--- config.mk ---
export PLATFORM = sky130hd
export DESIGN_NAME = memory_access_unit
export DESIGN_NICKNAME = d
export VERILOG_FILES = /design/src/rtl/memory_access_unit_pkg.sv /design/src/rtl/memory_access_unit_load_data_extend.sv /design/src/rtl/memory_access_unit.sv
export SDC_FILE = /design/constraint.sdc
export NUM_CORES = 1
export LEC_CHECK = 0
export CORE_ASPECT_RATIO = 1.75
export CORE_UTILIZATION = 48
export DETAILED_ROUTE_END_ITERATION = 16
export PLACE_DENSITY = 0.93
export SLEW_MARGIN = 20
export SYNTH_ARGS = -nofsm -noshare
export SYNTH_HDL_FRONTEND = slang
export SYNTH_SLANG_ARGS = --single-unit
--- constraint.sdc ---
create_clock -name clk -period 7.9 [get_ports clk]
set_input_delay 0.79 -clock clk [delete_from_list [all_inputs] [get_ports clk]]
set_output_delay 0.79 -clock clk [all_outputs]
set_load 0.05 [all_outputs]
--- src/rtl/memory_access_unit_pkg.sv ---
// Shared types and encodings for the data-port memory access unit.
// Width decode helpers are used by both the top and the load extender.
package memory_access_unit_pkg;

    typedef enum logic [1:0] {
        IDLE,
        ISSUE,
        WAIT,
        RESP
    } state_t;

    localparam logic [2:0] F3_B  = 3'b000;
    localparam logic [2:0] F3_H  = 3'b001;
    localparam logic [2:0] F3_W  = 3'b010;
    localparam logic [2:0] F3_BU = 3'b100;
    localparam logic [2:0] F3_HU = 3'b101;

    // Unsigned variants only make sense for loads.
    function automatic logic access_illegal(
        input logic       write,
        input logic [2:0] f3,
        input logic [1:0] off
    );
        logic bad;
        bad = 1'b0;
        unique case (f3)
            F3_B:    bad = 1'b0;
            F3_BU:   bad = write;
            F3_H:    bad = off[0];
            F3_HU:   bad = write | off[0];
            F3_W:    bad = (off != 2'b00);
            default: bad = 1'b1;
        endcase
        return bad;
    endfunction

    function automatic logic [3:0] lane_mask(
        input logic [2:0] f3,
        input logic [1:0] off
    );
        logic [3:0] m;
        m = 4'b1111;
        unique case (f3[1:0])
            2'b00:   m = 4'b0001 << off;
            2'b01:   m = off[1] ? 4'b1100 : 4'b0011;
            default: m = 4'b1111;
        endcase
        return m;
    endfunction

    function automatic logic [31:0] lane_data(
        input logic [2:0]  f3,
        input logic [31:0] wdata
    );
        logic [31:0] d;
        d = wdata;
        unique case (f3[1:0])
            2'b00:   d = {4{wdata[7:0]}};
            2'b01:   d = {2{wdata[15:0]}};
            default: d = wdata;
        endcase
        return d;
    endfunction

endpackage

--- src/rtl/memory_access_unit_load_data_extend.sv ---
// Picks the addressed byte/halfword lane out of a read word
// and sign- or zero-extends it to 32 bits.
module load_data_extend
    import memory_access_unit_pkg::*;
(
    input  logic [31:0] mem_read_data,
    input  logic [1:0]  offset,
    input  logic [2:0]  funct3,
    output logic [31:0] result
);

    logic [31:0] shifted;
    logic [7:0]  b;
    logic [15:0] h;

    always_comb begin
        shifted = mem_read_data >> {offset, 3'b000};
        b       = shifted[7:0];
        h       = offset[1] ? mem_read_data[31:16] : mem_read_data[15:0];
        result  = mem_read_data;
        unique case (funct3)
            F3_B:    result = {{24{b[7]}}, b};
            F3_BU:   result = {24'h0, b};
            F3_H:    result = {{16{h[15]}}, h};
            F3_HU:   result = {16'h0, h};
            default: result = mem_read_data;
        endcase
    end

endmodule

--- src/rtl/memory_access_unit.sv ---
// Single-outstanding load/store initiator for the data port of main memory.
// Illegal requests bypass memory and answer straight from IDLE.
module memory_access_unit
    import memory_access_unit_pkg::*;
#(
    parameter int READ_LATENCY = 1
) (
    input  logic        clk,
    input  logic        rst,
    input  logic        req_valid,
    output logic        req_ready,
    input  logic        req_write,
    input  logic [2:0]  req_funct3,
    input  logic [31:0] req_addr,
    input  logic [31:0] req_wdata,
    output logic        resp_valid,
    input  logic        resp_ready,
    output logic [31:0] resp_rdata,
    output logic        resp_error,
    output logic [31:0] mem_address,
    output logic [31:0] mem_write_data,
    output logic        mem_write_enable,
    output logic [3:0]  mem_byte_enable,
    input  logic [31:0] mem_read_data
);

    localparam int CW = (READ_LATENCY > 1) ? $clog2(READ_LATENCY) : 1;

    state_t      state;
    logic [2:0]  f3_q;
    logic [1:0]  off_q;
    logic        write_q;
    logic [CW-1:0] cnt;
    logic [31:0] load_ext;
    logic        accept;
    logic        illegal;

    assign req_ready = (state == IDLE);
    assign accept    = req_valid & req_ready;
    assign illegal   = access_illegal(req_write, req_funct3, req_addr[1:0]);

    load_data_extend u_ext (
        .mem_read_data (mem_read_data),
        .offset        (off_q),
        .funct3        (f3_q),
        .result        (load_ext)
    );

    always_ff @(posedge clk or posedge rst) begin
        if (rst) begin
            state            <= IDLE;
            f3_q             <= 3'b000;
            off_q            <= 2'b00;
            write_q          <= 1'b0;
            cnt              <= '0;
            resp_valid       <= 1'b0;
            resp_error       <= 1'b0;
            resp_rdata       <= 32'h0;
            mem_address      <= 32'h0;
            mem_write_data   <= 32'h0;
            mem_write_enable <= 1'b0;
            mem_byte_enable  <= 4'b0000;
        end else begin
            unique case (state)
                IDLE: begin
                    if (accept) begin
                        f3_q    <= req_funct3;
                        off_q   <= req_addr[1:0];
                        write_q <= req_write;
                        if (illegal) begin
                            state      <= RESP;
                            resp_valid <= 1'b1;
                            resp_error <= 1'b1;
                            resp_rdata <= 32'h0;
                        end else begin
                            state            <= ISSUE;
                            mem_address      <= req_addr;
                            mem_write_data   <= lane_data(req_funct3, req_wdata);
                            mem_byte_enable  <= lane_mask(req_funct3, req_addr[1:0]);
                            mem_write_enable <= req_write;
                        end
                    end
                end
                ISSUE: begin
                    mem_write_enable <= 1'b0;
                    mem_byte_enable  <= 4'b0000;
                    if (write_q) begin
                        state      <= RESP;
                        resp_valid <= 1'b1;
                        resp_error <= 1'b0;
                        resp_rdata <= 32'h0;
                    end else begin
                        state <= WAIT;
                        cnt   <= CW'(READ_LATENCY - 1);
                    end
                end
                WAIT: begin
                    if (cnt == '0) begin
                        state      <= RESP;
                        resp_valid <= 1'b1;
                        resp_error <= 1'b0;
                        resp_rdata <= load_ext;
                    end else begin
                        cnt <= cnt - 1'b1;
                    end
                end
                RESP: begin
                    if (resp_ready) begin
                        state      <= IDLE;
                        resp_valid <= 1'b0;
                        resp_error <= 1'b0;
                    end
                end
                default: state <= IDLE;
            endcase
        end
    end

endmodule
# Word level (Yosys, flattened, before mapping)

Cells that the tools add are included.

Bits in registers: 112
Input bits: 104
Output and inout bits: 104
Logic and storage cells: 86

Add/subtract/negate cells: 1
Eq/ne operators: 18
Shift operators: 2
Mux-type cells: 35
Bitwise logic cells: 3
Reductions and logical operators: 15

Operators with widths:

| cell                                          | number |
|---|---|
| two-way mux 32 bit                            | 4 |
| one-hot mux 32 bit (4 select lines)           | 1 |
| one-hot mux 32 bit (3 select lines)           | 1 |
| one-hot mux 32 bit (2 select lines)           | 1 |
| >> shifter 32 x 5 -> 8 bit                    | 1 |
| two-way mux 16 bit                            | 1 |
| one-hot mux 4 bit (2 select lines)            | 2 |
| == test 3 bit, second input constant          | 4 |
| two-way mux 1 bit                             | 12 |
| two-way mux 4 bit                             | 3 |
| != test 2 bit, second input constant          | 5 |
| AND reduction 5 bit                           | 2 |
| AND reduction 3 bit                           | 3 |
| two-way mux 2 bit                             | 4 |
| one-hot mux 1 bit (4 select lines)            | 2 |
| one-hot mux 2 bit (4 select lines)            | 1 |
| == test 3 x 1 -> 1 bit, second input constant | 2 |
| zero test 3 bit                               | 2 |
| nonzero test 2 bit                            | 3 |
| one-hot mux 1 bit (5 select lines)            | 1 |
| == test 2 x 1 -> 1 bit, second input constant | 2 |
| == test 2 bit, second input constant          | 2 |
| zero test 2 bit                               | 2 |
| != test 2 x 1 -> 1 bit, second input constant | 2 |
| 9 further kinds                               | 11 |

# Longest topological paths before layout

Gate-level depths: netlist of the first run.

Depth in word-level cells: 5
Depth in mapped cells: 8
Depth with buffers taken out: 6

# Modules after synthesis

A second synthesis of the first run with hierarchy kept.

Cell total of the unflattened synthesis: 523
Area total of the unflattened synthesis: 5442.7 um^2

By module, submodules not included:

| module             | times used | cells an instance | area an instance (um^2) | sequential area each (um^2) |
|---|---|---|---|---|
| memory_access_unit | 1          | 414               | 4814.6                  | 2777.7 |
| load_data_extend   | 1          | 109               | 628.1                   | 0.0 |

# Worst setup path after synthesis of the first run

OpenSTA, ideal clock, no wires.

Path kind: register to register
Start point: reg state[0]
End point: reg mem_byte_enable[1]
Setup time: 131 ps
Arrival: 2120 ps
Required time: 7769 ps
Setup slack: 5649 ps
Stages on the path, launching flop included: 9
Buffers on the path: 2
Clock period less this slack: 2251 ps
Cell sequence: dfrtp_1 -> inv_1 -> ha_1 -> nand2_1 -> o21bai_4 -> buf_2 -> buf_2 -> nand3_1 -> o41ai_1

Word-level cells in the longest chain between the ends: 4
Elaborated cells on any way between the ends: 8
Classes of those cells: 3 x eq/ne; 1 x mux; 1 x bitwise; 3 x reduce/logical

RTL lines:

| what                                    | RTL line                 | text |
|---|---|---|
| start, declared                         | memory_access_unit.sv:29 | `state_t state;` |
| start signal, assigned                  | memory_access_unit.sv:51 | `state <= IDLE;` |
| start signal, assigned                  | memory_access_unit.sv:71 | `state <= RESP;` |
| start signal, assigned                  | memory_access_unit.sv:76 | `state <= ISSUE;` |
| zero test 2 bit *                       | memory_access_unit.sv:38 | `assign req_ready = (state == IDLE);` |
| named net req_ready                     | memory_access_unit.sv:11 | `output logic req_ready,` |
| bitwise AND 1 bit                       | memory_access_unit.sv:39 | `assign accept = req_valid & req_ready;` |
| != test 2 x 1 -> 1 bit (no source line) | n/a                      |  |
| AND reduction 3 bit (no source line)    | n/a                      |  |
| end signal, assigned                    | memory_access_unit.sv:79 | `mem_byte_enable <= lane_mask(req_funct3, req_addr[1:0]);` |
| end, declared                           | memory_access_unit.sv:23 | `output logic [3:0] mem_byte_enable,` |

The timed path passes the listed nets; every way through them passes the cells marked *.
A chain may end at the register's enable or synchronous reset.

# Worst setup path in the final report of the first run

Start point: in req_funct3[0]
End point: reg resp_rdata[20]

Word-level cells in the longest chain between the ends: 4
Elaborated cells on any way between the ends: 8
Classes of those cells: 5 x eq/ne; 1 x mux; 2 x reduce/logical

RTL lines:

| what                                                 | RTL line                     | text |
|---|---|---|
| start, declared                                      | memory_access_unit.sv:13     | `input logic [2:0] req_funct3,` |
| == test 3 x 2 -> 1 bit, or another cell as far along | memory_access_unit_pkg.sv:26 | `unique case (f3)` |
| one-hot mux 1 bit (5 select lines) *                 | memory_access_unit_pkg.sv:26 |  |
| != test 2 x 1 -> 1 bit (no source line) *            | n/a                          |  |
| AND reduction 5 bit (no source line) *               | n/a                          |  |
| end signal, assigned                                 | memory_access_unit.sv:102    | `resp_rdata <= load_ext;` |
| end, declared                                        | memory_access_unit.sv:18     | `output logic [31:0] resp_rdata,` |

Every way passes the cells marked *; elsewhere a longest branch is shown, timed or not.

==> flow_metrics.py, run 1 <==
metrics = {
    "status": {
        "run_status": "completed",
    },
    "hold_path": {
        "min_path_type": "flop to flop",
        "hp-start": "mem_write_data[29]",
        "min_path_cells": 2,
        "hold_end": "mem_write_data[29]",
    },
    "power_and_ir_drop": {
        "power_density_mw_per_mm2": 473.2,
        "p_int_w": 0.001982,
        "switching_share": 0.4767,
        "peakVddDrop_v": 0.0005684,
        "power_switching_w": 0.001805,
        "p_seq_frac": 0.268,
        "combPwrFrac": 0.604,
        "power.total_w": 0.003787,
        "pwr-share-clk": 0.129,
        "leakagePower_nw": 3.443,
    },
    "final_layout": {
        "fillCellCount": 756,
        "layout_commonest_cell": "clkdlybuf4s50_1",
        "multi_input_area_mm2": 0.002577,
        "final_util": 0.7126,
        "fin_nets": 773,
        "final_cell_mix": "207 x clkdlybuf4s50_1, 111 x dfrtp_1, 60 x mux2_2",
        "drive_above_1_share": 0.1779,
        "area_growth_syn_to_layout_pct": 43.06,
        "antenna_cells": 0,
        "regArea_mm2": 0.002778,
    },
    "clock_network": {
        "worstSkewPairLatency_ns": 0.35,
        "htreeDepth": 3,
        "numCtsBuffers": 9,
        "cts_setup_buffers": 0,
        "clk_pin_slew_ns": 0.07,
        "cts_max_path_buffers": 2,
        "cts.sinks": 111,
        "cts_tree": "done",
        "ctsResizeCount": 0,
        "holdBufCountCts": 0,
        "clockRootBuffer": "clkbuf_16",
    },
    "sta": {
        "hold_ws_ns": 0.4781,
        "relSlewSlack": 0.3354,
        "setup_viol": 0,
        "tightest_slew_ns": 0.9969,
        "post-route-period-util": 0.4181,
        "finClkSkew_ns": 0.008061,
        "fmax_mhz": 302.8,
        "grt_setup_unrepaired": "false",
        "hold_viol_final": 0,
        "maxSlewViolCount": 0,
        "setup_tns_ns": 0,
        "fin_ws_ns": 4.597,
        "fin_crit_ns": 3.303,
    },
    "global_route": {
        "grt_max_degree": 99,
        "grt_pass1_wl_mm": 24.67,
        "grt_overflow_total": 0,
        "track_usage": 0.2603,
        "antenna_found_initial": 0,
        "grt_pass1_vias": 4812,
    },
    "logic_synthesis": {
        "ys_types": 47,
        "synth_edf_count": 0,
        "syn-num-nets": 584,
        "ys_ff_latch": 111,
        "synth_largest_area_cell": "dfrtp_1",
        "synth_cells": 475,
        "yosys_warnings": 0,
        "synthTopCellsByArea": "dfrtp_1 50%, mux2_2 12%, mux2_4 6.2%",
        "synth_top_area_frac": 0.4965,
        "ys_async_sr_fraction": 1.000,
        "avgSynthCellArea_um2": 11.78,
        "syn_area_mm2": 0.005594,
        "synth_ff_type": "dfrtp_1",
        "yosysSeqAreaShare": 0.4965,
    },
    "floorplanning": {
        "start_util": 0.4981,
        "die_y_um": 144.8,
        "io_pins": 208,
        "die_area_mm2": 0.01211,
        "core_mm2": 0.01123,
        "die_w_um": 83.61,
        "core.rowCount": 51,
    },
    "critical_path": {
        "cp_max_fo": 21,
        "cp.arrival_ns": 3.53,
        "reg2regPathDepth": 6,
        "critPathCaptureType": "flop",
        "crit_required_ns": 8.13,
        "r2r_end": "mem_write_data[7]",
        "start_kind": "primary input",
        "r2r_start": "state[0]",
        "crit_type": "primary input to flop",
        "rrSetupSlack_ns": 5.25,
    },
    "routing": {
        "routed_via_density": 5.755,
        "vias": 4610,
        "drt_iter0_markers": 190,
        "wl_per_cell_um": 19.68,
        "drt_wl_total_mm": 15.76,
        "post-route-drc-count": 0,
        "ant_nets": 0,
        "dr.pass1.iters": 5,
    },
    "placed_design": {
        "dp_slack_ns": 3.912,
        "numPortBuffers": 207,
        "routabilityCongestion": 0.9477,
        "hpwl_mm": 11.77,
    },
    "job": {
        "drv_cap": 0,
    },
}
routing by layer:
layer,vias to the layer above,track usage,share of wire
met1,2238,0.2905,0.36
met2,252,0.4540,0.52
li1,2088,-,-
met3,32,0.08395,0.092
met4,0,0.1151,0.030
met5,-,0,0
critical path, stage by stage:
cell and delay [ns]:
clkdlybuf4s50_1 0.87, a221oi_4 0.61, nor3b_2 0.11, o21ai_4 0.51
buf_16 0.25, mux2_2 0.35
registers in the layout, summed over array words and instances, names as in the netlist:
signal and flops:
resp_error 1, write_q 1, mem_write_data 32, mem_byte_enable 4
f3_q 3, resp_rdata 32, mem_address 32, resp_valid 1
mem_write_enable 1, state 2, off_q 2
power by group through the flow:
stage	logic [W]	clock network, W	registers (W)
2_1_floorplan	0.000813	0	0.00178
3_3_place_gp	0.00220	0	0.000997
3_5_place_dp	0.00226	0	0.00102
4_1_cts	0.00227	0.000499	0.00101
5_1_grt	0.00239	0.000517	0.00104
6_report	0.00229	0.000487	0.00101
cell usage after synthesis (2+ instances only):
cell type,count
dfrtp_1,111
mux2_2,60
o21ai_0,58
mux2i_1,30
nand2_1,29
nor2_1,27
mux2_4,23
a21oi_1,16
clkbuf_1,16
a31oi_1,10
buf_2,10
inv_1,8
nand2b_1,8
nor3_1,6
o22ai_1,6
buf_6,5
ha_1,5
a221oi_1,4
or3b_2,4
nand3_1,3
nand3b_1,3
or4_1,3
a2111oi_0,2
a221oi_4,2
buf_4,2
nor2b_1,2
o41ai_1,2
area by class of cell:
class / count / area share
Inverter: 8 / 0.004065
Clock inverter: 6 / 0.01141
Clock buffer: 10 / 0.02861
Tap cell: 132 / 0.02064
Sequential cell: 111 / 0.3471
Multi-Input combinational cell: 322 / 0.3221
Timing Repair Buffer: 212 / 0.2661
worst max-delay path by stage:
stage,start,depth (start not counted),slack (ns),to
finish,req_funct3[0],6,4.60,resp_rdata[20]
global route,req_funct3[0],6,4.45,resp_rdata[18]
CTS,req_funct3[0],5,4.28,resp_rdata[20]
detailed placement,req_funct3[0],5,3.91,resp_rdata[20]
global placement,req_funct3[0],5,4.04,resp_rdata[21]
floorplan,rst,1,4.18,f3_q[0]
logic make-up (layout without fill, tap and decap cells):
kind of cell,count (synthesis),after routing,synth area share
adders and majority gates,5,5,0.01118
and+or+nand+nor,91,91,0.08253
buffers and inverters,42,236,0.04272
DFF,111,111,0.4965
AOI/OAI and AO/OA,112,112,0.1288
muxes,114,114,0.2382
stage by stage:
step,cells,cell area [um^2]
detailed placement,784,7655
finish,801,8003
floorplan,475,5594
global placement,784,7655
CTS,800,7975
global route,801,8003
(Power assumes the default switching activity.)
==> run 2: changes to the inputs <==
CORE_UTILIZATION = 41   (was 48)
PLACE_DENSITY = 0.85   (was 0.93)
clock period = 2.9 ns   (was 7.9 ns; I/O delays follow)
==> run 2 against run 1 <==
Net effect:
- core utilization is 11 points lower
- die area is 17% higher
- critical path type is now flop to output pin
- sequential share of layout area is 0.47 points lower
- sequential cell count stayed put
- routed wire length is 0.74% lower
- hold slack worse by 0.071 ns
- clock power grew to 2.5 times the previous value
- total power grew to 2.7 times the previous value
- sequential power grew to 2.7 times the previous value
- first-iteration DRC count is 16% higher
- critical path depth is 3 lower
==> flow_metrics.py, run 2 (synthesis gave the netlist of run 1 again) <==
metrics = {
    "global_route": {
        "grt_overflow_total": 0,
        "grtUsageMet2": 0.3991,
        "grt_pass1_wl_mm": 24.66,
        "busiest_layer": "met2",
        "met1_usage": 0.2377,
        "track_usage": 0.2235,
        "grtUsageMet3": 0.06025,
        "grt_max_degree": 61,
        "antenna_found_initial": 0,
        "grt_pass1_vias": 4837,
    },
    "routing": {
        "wl_per_cell_um": 18.43,
        "post-route-drc-count": 0,
        "dr.pass1.iters": 4,
        "drt_iter0_markers": 221,
        "routed_via_density": 5.355,
        "drt_wl_total_mm": 15.65,
        "vias": 4546,
        "ant_nets": 0,
    },
    "clock_network": {
        "htreeDepth": 3,
        "clk_pin_slew_ns": 0.07,
        "numCtsBuffers": 9,
        "cts_max_path_buffers": 2,
        "holdBufCountCts": 0,
        "cts_tree": "done",
        "ctsResizeCount": 0,
        "cts.sinks": 111,
        "cts_setup_buffers": 0,
        "worstSkewPairLatency_ns": 0.34,
        "clockRootBuffer": "clkbuf_16",
    },
    "sta": {
        "fmax_mhz": 426.4,
        "hold_viol_final": 0,
        "setup_viol": 0,
        "hold_ws_ns": 0.4070,
        "fin_ws_ns": 0.5547,
        "tightest_slew_ns": 0.8153,
        "fin_crit_ns": 2.345,
        "relSlewSlack": 0.4564,
        "grt_setup_unrepaired": "false",
        "post-route-period-util": 0.8087,
        "finClkSkew_ns": 0.006392,
        "setup_tns_ns": 0,
        "maxSlewViolCount": 0,
    },
    "floorplanning": {
        "io_pins": 208,
        "die_w_um": 90.30,
        "start_util": 0.4180,
        "die_y_um": 156.5,
        "die_area_mm2": 0.01413,
        "core_mm2": 0.01338,
        "core.rowCount": 56,
    },
    "placed_design": {
        "dp_cells": 834,
        "dp_slack_ns": 0.4414,
        "place_area_mm2": 0.007819,
        "numPortBuffers": 207,
        "hpwl_mm": 12.10,
        "routabilityCongestion": 0.8790,
    },
    "power_and_ir_drop": {
        "power_density_mw_per_mm2": 1261,
        "leakagePower_nw": 3.471,
        "peakVddDrop_v": 0.0008709,
    },
    "final_layout": {
        "antenna_cells": 0,
        "fin_nets": 780,
        "drive_above_1_share": 0.1867,
        "instances_no_fill": 849,
        "fin_area_mm2": 0.008113,
        "final_cell_mix": "207 x clkdlybuf4s50_1, 111 x dfrtp_1, 60 x mux2_2",
        "layout_commonest_cell": "clkdlybuf4s50_1",
        "area_growth_syn_to_layout_pct": 45.02,
        "top_regs": "mem_address (32), mem_write_data (32), resp_rdata (32)",
    },
    "job": {
        "drv_cap": 0,
    },
    "critical_path": {
        "path_cells": "inv_1 -> ha_1 -> clkdlybuf4s50_1",
        "start_kind": "flop",
        "cp_max_fo": 7,
        "rrSetupSlack_ns": 0.61,
        "r2r_start": "off_q[1]",
        "critPathMaxStageDelay_ns": 0.86,
        "cp.buffers_inverters": 2,
        "critPathSlowestCell": "clkdlybuf4s50_1",
        "critPathCaptureType": "output pin",
        "crit_required_ns": 2.61,
        "r2r_end": "resp_rdata[17]",
        "reg2regPathDepth": 5,
        "cp.arrival_ns": 2.06,
        "crit_start": "state[0]",
        "crit_type": "flop to output pin",
        "critPathTopFamily": "buffers and inverters",
    },
    "status": {
        "run_status": "completed",
    },
    "hold_path": {
        "min_path_type": "primary input to asynchronous set/reset pin",
    },
}
[run 2: metrics by stage]
step / power, W / util
floorplan: 0.007069 / -
global placement: 0.008864 / 0.5842
detailed placement: 0.009017 / 0.5842
CTS: 0.01030 / 0.6062
global route: 0.01072 / 0.6062
finish: 0.01023 / 0.6062
[run 2: area by class of cell]
cell class,instances,area (um^2)
Fill cell,1108,5270
Sequential cell,111,2778
Multi-Input combinational cell,322,2577
Timing Repair Buffer,219,2212
Clock buffer,9,225.2
Tap cell,174,217.7
Clock inverter,6,68.82
Inverter,8,33.78
[run 2: routing by layer]
| layer | up-vias | routed length (um) |
|---|---|---|
| li1 | 2090 | - |
| met1 | 2187 | 5555 |
| met2 | 222 | 8216 |
| met3 | 47 | 1184 |
| met4 | 0 | 691 |
| met5 | - | 0 |
[run 2: report_power, final]
part / internal, W / switching, W / leakage [nW] / total [W]
clock network: 0.000672 / 0.000562 / 0.142 / 0.00123
logic: 0.00241 / 0.00387 / 1.92 / 0.00628
registers: 0.00225 / 0.000463 / 1.41 / 0.00271
[run 2: how the worst max path moves through the flow]
| stage | to | cells past startpoint | slack, ns |
|---|---|---|---|
| final | req_ready | 3 | 0.55 |
| after global routing | req_ready | 3 | 0.48 |
| after CTS | req_ready | 3 | 0.54 |
| after detailed placement | resp_rdata[19] | 6 | 0.44 |
| after global placement | resp_rdata[14] | 6 | 0.48 |
| after floorplan | mem_byte_enable[1] | 8 | 0.65 |
==> run 3: changes to the inputs <==
clock period = 2.15 ns   (was 2.9 ns; I/O delays follow)
==> run 3 against run 2 <==
Net effect:
- combinational power grew 37%
- sequential share of layout area shrank 0.60 points
- sequential cell count is the same
- clock skew is essentially flat
- routed wire length grew 0.14%
- critical path type is now flop to flop
==> flow_metrics.py, run 3 (synthesis gave the netlist of run 1 again) <==
metrics = {
    "clock_network": {
        "cts_max_path_buffers": 2,
        "holdBufCountCts": 0,
        "cts.sinks": 111,
        "clk_pin_slew_ns": 0.07,
        "ctsResizeCount": 0,
        "worstSkewPairLatency_ns": 0.34,
        "numCtsBuffers": 9,
        "cts_setup_buffers": 0,
        "clockRootBuffer": "clkbuf_16",
        "htreeDepth": 3,
        "cts_tree": "done",
    },
    "floorplanning": {
        "die_area_mm2": 0.01413,
        "core.rowCount": 56,
        "die_y_um": 156.5,
        "die_w_um": 90.30,
        "io_pins": 208,
        "start_util": 0.4180,
        "core_mm2": 0.01338,
    },
    "power_and_ir_drop": {
        "power_density_mw_per_mm2": 1690,
        "power.total_w": 0.01395,
        "peakVddDrop_v": 0.0009208,
        "leakagePower_nw": 3.550,
    },
    "sta": {
        "finClkSkew_ns": 0.006517,
        "post-route-period-util": 0.8922,
        "grt_setup_unrepaired": "false",
        "relSlewSlack": 0.5148,
        "fmax_mhz": 521.3,
        "setup_viol": 0,
        "tightest_slew_ns": 0.7270,
        "setup_tns_ns": 0,
        "hold_viol_final": 0,
        "fin_crit_ns": 1.918,
        "maxSlewViolCount": 0,
    },
    "routing": {
        "drt_wl_total_mm": 15.67,
        "vias": 4634,
        "drt_iter0_markers": 241,
        "routed_via_density": 5.345,
        "ant_nets": 0,
        "wl_per_cell_um": 18.07,
        "post-route-drc-count": 0,
        "dr.pass1.iters": 4,
    },
    "global_route": {
        "antenna_found_initial": 0,
        "track_usage": 0.2279,
        "grt_max_degree": 107,
        "grt_pass1_wl_mm": 24.94,
        "grt_pass1_vias": 4881,
        "grt_overflow_total": 0,
    },
    "critical_path": {
        "critPathCaptureType": "flop",
        "cp.arrival_ns": 2.21,
        "critPathMaxStageDelay_ns": 0.59,
        "crit_start": "f3_q[0]",
        "start_kind": "flop",
        "path_cells": "nand2b_1 -> or3b_1 -> a31oi_1 -> mux2_2",
        "r2r_start": "f3_q[0]",
        "cp.buffers_inverters": 0,
        "cp_max_fo": 20,
        "crit_type": "flop to flop",
        "crit_required_ns": 2.44,
        "critPathSlowestCell": "dfrtp_1",
        "critPathTopFamily": "simple AND/OR/NAND/NOR gates",
    },
    "final_layout": {
        "fillCellCount": 1073,
        "area_growth_syn_to_layout_pct": 47.62,
        "fin_nets": 797,
        "final_cell_mix": "206 x clkdlybuf4s50_1, 111 x dfrtp_1, 60 x mux2_2",
        "top_regs": "mem_address (32), mem_write_data (32), resp_rdata (32)",
        "drive_above_1_share": 0.2092,
        "layout_commonest_cell": "clkdlybuf4s50_1",
        "antenna_cells": 0,
    },
    "placed_design": {
        "numPortBuffers": 207,
        "routabilityCongestion": 0.9155,
        "hpwl_mm": 12.15,
    },
    "status": {
        "run_status": "completed",
    },
    "hold_path": {
        "min_path_type": "primary input to asynchronous set/reset pin",
    },
    "job": {
        "drv_cap": 0,
    },
}
==> run 3: where the power goes <==
group          internal [W]  leakage (nW)  switching [W]  total (W)
Clock              0.000911         0.135       0.000779    0.00169
Sequential          0.00304          1.41       0.000644    0.00368
Combinational       0.00337          2.01        0.00521    0.00858
Total               0.00732          3.55        0.00664     0.0140
==> run 3: final cells by class <==
cell class / count / area [um^2] / share of cell area
inverter: 8 / 33.78 / 0.004091
multi-input combinational: 322 / 2580 / 0.3124
tap: 174 / 217.7 / 0.02636
sequential: 111 / 2778 / 0.3364
clock buffer: 10 / 229.0 / 0.02773
timing repair buffer: 236 / 2350 / 0.2845
clock inverter: 6 / 70.07 / 0.008485
==> run 3: final timing paths <==
kind	endpoint	slack [ns]	depth (start not counted)
setup / recovery	resp_rdata[13]	0.23	4
hold / removal	mem_address[26]	0.12	2
setup reg to reg	resp_rdata[13]	0.23	4
hold reg to reg	mem_write_data[10]	0.48	2
max in group asynchronous	mem_write_data[9]	1.25	3
min in group clk	mem_address[6]	0.48	2
==> run 3: worst reg2reg max path: stages (launching register included) <==
cell and delay (ns):
dfrtp_1 0.59, nand2b_1 0.26, or3b_1 0.48, a31oi_1 0.32
mux2_2 0.21
==> run 3: per-stage QoR <==
step | cell area, um^2 | std cells | utilization | hold slack (ns) | setup slack, ns
5_1_grt | 8258 | 867 | 0.6171 | 0.1149 | 0.07261
2_1_floorplan | 5600 | 475 | - | 0.3655 | 0.1493
3_3_place_gp | 7959 | 851 | 0.5947 | 0.4636 | 0.02120
6_report | 8258 | 867 | 0.6171 | 0.1237 | 0.2319
4_1_cts | 8258 | 867 | 0.6171 | 0.1095 | 0.2276
3_5_place_dp | 7959 | 851 | 0.5947 | 0.4701 | -0.02534
==> run 3: layer usage <==
metal  wire length (um)  global-route usage  share of wire
met5                  0                   0              0
met2               8243              0.4097           0.53
met3               1124             0.06463          0.072
met4                577              0.1068          0.037
met1               5724              0.2458           0.37
